## config.mk

```make
export PLATFORM = sky130hd
export DESIGN_NAME = dst_debounce
export DESIGN_NICKNAME = d
export VERILOG_FILES = /design/src/rtl/dst_debounce_pkg.sv /design/src/rtl/dst_debounce_evt_cnt.sv /design/src/rtl/dst_debounce.sv
export SDC_FILE = /design/constraint.sdc
export NUM_CORES = 1
export LEC_CHECK = 0
export CORE_AREA = 2 2 39 41
export DETAILED_ROUTE_END_ITERATION = 10
export DIE_AREA = 0 0 41 43
export PLACE_DENSITY_LB_ADDON = 0.3
export SLEW_MARGIN = 30
export SYNTH_ARGS = -nofsm -noshare
export SYNTH_HDL_FRONTEND = slang
export SYNTH_SLANG_ARGS = --single-unit
```

## constraint.sdc

```tcl
create_clock -name dst_clk -period 1.25 [get_ports dst_clk]
set_input_delay 0.25 -clock dst_clk [delete_from_list [all_inputs] [get_ports dst_clk]]
set_output_delay 0.25 -clock dst_clk [all_outputs]
set_load 0.005 [all_outputs]
```

## src/rtl/dst_debounce_pkg.sv

```systemverilog
// rtl/dst_debounce_pkg.sv - shared types and constants for dst_debounce
// Contents:
//   dst_state_e : debounce FSM state (STABLE, CHECK)
//   EVT_CNT_W   : width of the optional accepted-transition counter
package dst_debounce_pkg;

  localparam int unsigned EVT_CNT_W = 16;

  typedef enum logic {
    STABLE = 1'b0,
    CHECK  = 1'b1
  } dst_state_e;

endpackage

```

## src/rtl/dst_debounce_evt_cnt.sv

```systemverilog
// rtl/dst_debounce_evt_cnt.sv - saturating counter of accepted debounce transitions
// Ports:
//   clk_i  : clock, rising edge
//   rst_i  : synchronous active-high reset, clears the count
//   clr_i  : synchronous clear, wins over inc_i
//   inc_i  : count one event this cycle
//   cnt_o  : current count, saturates at all-ones
module dst_debounce_evt_cnt
  import dst_debounce_pkg::*;
(
  input  logic                 clk_i,
  input  logic                 rst_i,
  input  logic                 clr_i,
  input  logic                 inc_i,
  output logic [EVT_CNT_W-1:0] cnt_o
);

  logic [EVT_CNT_W-1:0] cnt_q;
  logic [EVT_CNT_W-1:0] cnt_d;

  always_comb begin
    cnt_d = cnt_q;
    if (clr_i) begin
      cnt_d = '0;
    end else if (inc_i && (cnt_q != {EVT_CNT_W{1'b1}})) begin
      cnt_d = cnt_q + EVT_CNT_W'(1);
    end
  end

  always_ff @(posedge clk_i) begin
    if (rst_i) begin
      cnt_q <= '0;
    end else begin
      cnt_q <= cnt_d;
    end
  end

  assign cnt_o = cnt_q;

endmodule

```

## src/rtl/dst_debounce.sv

```systemverilog
// rtl/dst_debounce.sv - debouncer for an already-synchronized level
// Optional feature macro: DST_DEBOUNCE_EVT_CNT_EN (adds dst_evt_clr / dst_evt_cnt)
// Ports:
//   dst_clk     : clock, rising edge
//   dst_rst     : synchronous active-high reset
//   dst_en      : sample enable; low freezes all state
//   dst_data    : synchronized input level
//   dst_level   : debounced level
//   dst_rise    : one-cycle pulse on accepted 0->1
//   dst_fall    : one-cycle pulse on accepted 1->0
//   dst_evt_clr : (macro only) clear the transition counter
//   dst_evt_cnt : (macro only) saturating count of accepted transitions
module dst_debounce
  import dst_debounce_pkg::*;
#(
  parameter int unsigned STABLE_CYCLES = 16,
  parameter logic        RST_VAL       = 1'b0
) (
  input  logic                 dst_clk,
  input  logic                 dst_rst,
  input  logic                 dst_en,
  input  logic                 dst_data,
`ifdef DST_DEBOUNCE_EVT_CNT_EN
  input  logic                 dst_evt_clr,
  output logic [EVT_CNT_W-1:0] dst_evt_cnt,
`endif
  output logic                 dst_level,
  output logic                 dst_rise,
  output logic                 dst_fall
);

  localparam int unsigned CNT_W = $clog2(STABLE_CYCLES + 1);
  localparam logic [CNT_W-1:0] CNT_LAST = CNT_W'(STABLE_CYCLES - 1);

  dst_state_e       state_q, state_d;
  logic [CNT_W-1:0] count_q, count_d;
  logic             level_q, level_d;
  logic             rise_q,  rise_d;
  logic             fall_q,  fall_d;

  always_comb begin
    state_d = state_q;
    count_d = count_q;
    level_d = level_q;
    rise_d  = 1'b0;
    fall_d  = 1'b0;
    if (dst_en) begin
      case (state_q)
        STABLE: begin
          if (dst_data != level_q) begin
            if (STABLE_CYCLES == 1) begin
              // A single differing sample is already enough: accept directly.
              level_d = dst_data;
              rise_d  = dst_data;
              fall_d  = ~dst_data;
            end else begin
              // This edge is the first differing sample.
              state_d = CHECK;
              count_d = CNT_W'(1);
            end
          end
        end
        CHECK: begin
          if (dst_data == level_q) begin
            state_d = STABLE;
            count_d = '0;
          end else if (count_q == CNT_LAST) begin
            // STABLE_CYCLES-th consecutive differing sample.
            level_d = ~level_q;
            rise_d  = ~level_q;
            fall_d  = level_q;
            state_d = STABLE;
            count_d = '0;
          end else begin
            count_d = count_q + CNT_W'(1);
          end
        end
        default: begin
          state_d = STABLE;
          count_d = '0;
        end
      endcase
    end
  end

  always_ff @(posedge dst_clk) begin
    if (dst_rst) begin
      state_q <= STABLE;
      count_q <= '0;
      level_q <= RST_VAL;
      rise_q  <= 1'b0;
      fall_q  <= 1'b0;
    end else begin
      state_q <= state_d;
      count_q <= count_d;
      level_q <= level_d;
      rise_q  <= rise_d;
      fall_q  <= fall_d;
    end
  end

  assign dst_level = level_q;
  assign dst_rise  = rise_q;
  assign dst_fall  = fall_q;

`ifdef DST_DEBOUNCE_EVT_CNT_EN
  dst_debounce_evt_cnt u_evt_cnt (
    .clk_i (dst_clk),
    .rst_i (dst_rst),
    .clr_i (dst_evt_clr),
    .inc_i (rise_q | fall_q),
    .cnt_o (dst_evt_cnt)
  );
`endif

endmodule

```

==> impl_metrics.tcl, run 1 <==
set metrics [dict create \
    drive_above_1_share_pct 51.5 \
    synth_seq_cells 9 \
    tightestPinTransition_ns 0.355 \
    vdd_drop_max_mv 0.436 \
    slowest_stage "dfxtp_4" \
    drt_iter0_drc 19 \
    worstSetupPathType "reg2reg" \
    avgRoutedWirePerCell_um 15.2 \
    final.period_utilization_pct 107 \
    path_cells "xnor2_4 -> or3_4 -> nor4b_2" \
    cts_buffers 3 \
    grt_pass1_wl_mm 1.84 \
    fin_crit_ns 1.33 \
    diodes 0 \
    synth.cells.most_frequent "dfxtp_1, nor2_1" \
    slew_violations 0 \
    synthTopCellsByArea "dfxtp_1, mux2i_1, nor2_1" \
    crit_family "simple AND/OR/NAND/NOR gates" \
    start_util_pct 30.6 \
    finalSetupViolCount 5 \
    cp_slowest_stage_delay_ns 0.39 \
    p_per_area_nw_per_um2 840 \
    cts.sinks 9 \
    regArea_um2 186 \
    nets 74 \
    routed_wl_mm 1.28 \
    drcViolationCount 0 \
    holdBufCountCts 0 \
    routed_via_density 5.39 \
    synth_fp_nets 49 \
    drv_cap 0 \
    yosys_most_used_dff "dfxtp_1" \
    multiInputGateArea_um2 329 \
    power_mw 0.620 \
    violations "setup timing" \
    setup_slack_ns -0.0828 \
    synth_top_area_cell "dfxtp_1" \
    die_x_um 41 \
    p_leak_nw 0.295 \
    max_freq_mhz 750 \
    core-area_um2 1380 \
    async_flop_share_pct 0 \
    vias 453 \
    startpoint_type "flop" \
    cts_buffer_depth 2 \
    cts_root_buf "clkbuf_4" \
    relSlewSlack_pct 76.4 \
    syn2layout_area_growth_pct 74.6 \
    status "complete, but fails checks" \
    numPortBuffers 6 \
    arrival_ns 1.50 \
    drtPass1Iterations 4 \
    tritoncts "yes" \
    dieHeight_um 43 \
    timing.critical_path.buf_inv 0 \
    grt_pass1_vias 414 \
    syn_avg_cell_area_um2 9.61 \
    fin_hold_ws_ns 0.546 \
    ys_types 26 \
    path_clk_slew_ns 0.07 \
    hold_path_class "reg2reg" \
    grt.total_usage_pct 15.6 \
    yosysTopAreaCellShare_pct 42.6 \
    cp_data_required_time_ns 1.41 \
    clock_latency_ns 0.26 \
    overflow 0 \
    yosys_warnings 0 \
    hold_violations 0 \
    yosysMostFrequentCell "dfxtp_1" \
    synth_edf_count 0 \
    synthCells 44 \
    dieArea_um2 1760 \
    crit_path_end_kind "flop" \
    seq_area_frac_synth_pct 42.6 \
    rows 14 \
    ant_nets 0 \
    io-pin-count 7 \
    routabilityCongestion 0.829 \
    fill_cells 118 \
    path_max_fanout 5 \
    syn_area_um2 423 \
    antenna_found_initial 0 \
    rsz0062_at_grt "yes" \
    grt_max_degree 7 \
    dpl.hpwl_um 743 \
    skew_ns 0.00157 \
    htree_num_levels 1 \
]
## kinds of logic (layout without fill, tap and decap cells)
| kind of cell | count (synthesis) | after routing | share of synthesized area (%) |
|---|---|---|---|
| multiplexers | 2 | 2 | 4.73 |
| adder cells (fa/ha/maj) | 1 | 1 | 2.96 |
| flip-flops | 9 | 9 | 42.6 |
| AO/OA/AOI/OAI | 9 | 9 | 15.4 |
| AND/OR/NAND/NOR | 18 | 18 | 27.5 |
| buffers and inverters | 3 | 27 | 2.66 |
| XOR/XNOR | 2 | 2 | 4.14 |
## stage by stage
stage          setup TNS, ns  utilization, %  instance area (µm²)  std cells  setup WS (ns)
3_3_place_gp           -2.48            45.1                  624         79         -0.380
4_1_cts             -0.00448            49.5                  684         84       -0.00448
5_1_grt               -0.412            53.3                  738         84         -0.129
3_5_place_dp           -2.61            45.1                  624         79         -0.397
2_1_floorplan              0               -                  443         44        0.00969
6_report              -0.135            53.3                  738         84        -0.0828
## cells in the final DEF, fill, tap and decap left out, drive strengths merged
cell type / n
a21o: 1
a21oi: 2
a22o: 1
a31oi: 1
a32o: 1
a32oi: 1
and4b: 1
buf: 15
clkbuf: 4
dfxtp: 9
dlygate4sd2: 6
ha: 1
inv: 2
mux2i: 2
nand2: 1
nand3: 2
nand3b: 1
nor2: 5
nor3: 3
nor3b: 1
nor4: 2
nor4b: 1
o21ai: 2
or3: 1
xnor2: 1
xor2: 1
## what timing repair did
action                     4_1_cts  5_1_grt
setup buffers                    2        0
pin swaps                        3        4
resized for setup               11        8
setup endpoints to repair        9        6
gates cloned                     0        0
## metal layers
| layer | GRT usage, % | up-vias | part of all wire, % |
|---|---|---|---|
| met5 | 0 | - | 0 |
| met4 | 7.33 | 0 | 0.31 |
| met3 | 4.71 | 2 | 5.7 |
| met2 | 21.9 | 21 | 53 |
| met1 | 21.0 | 218 | 40 |
| li1 | - | 212 | - |
## layout make-up
class / count / share of cell area [%]
repair buffers: 21 / 22.9
clock buffers: 4 / 3.56
flip-flops and latches: 9 / 25.3
well taps: 16 / 2.71
multi-input cells: 32 / 44.6
inverters: 2 / 1.02
## path summary, 6_finish.rpt
path | slack (ns) | cells after the start | start | endpoint
worst max-delay path | -0.08 | 3 | dst_level | dst_fall
worst max register to register | -0.08 | 3 | dst_level | dst_fall
worst min register to register | 0.55 | 1 | count_q[3] | count_q[3]
worst min-delay path | 0.55 | 1 | count_q[3] | count_q[3]
## report_power, final
part           internal [mW]  total [mW]  switching, mW
combinational         0.0441      0.0887         0.0446
clock                  0.123       0.238          0.115
sequential             0.289       0.293        0.00384
total                  0.457       0.620          0.163
## flip-flops by register name, indices dropped and copies added (netlist names)
register	count
count_q	5
dst_rise	1
state_q	1
dst_level	1
dst_fall	1
Power figures use the tool's default switching activity.
==> run 2, diff against run 1 <==
--- a/config.mk
+++ b/config.mk
@@ -8,6 +8,7 @@
 export CORE_AREA = 2 2 39 41
 export DETAILED_ROUTE_END_ITERATION = 10
 export DIE_AREA = 0 0 41 43
+export HOLD_SLACK_MARGIN = 0.06
 export PLACE_DENSITY_LB_ADDON = 0.3
 export SLEW_MARGIN = 30
 export SYNTH_ARGS = -nofsm -noshare
==> results of run 2 <==
Same layout as run 1: the final DEF is identical, and so are final timing and power.
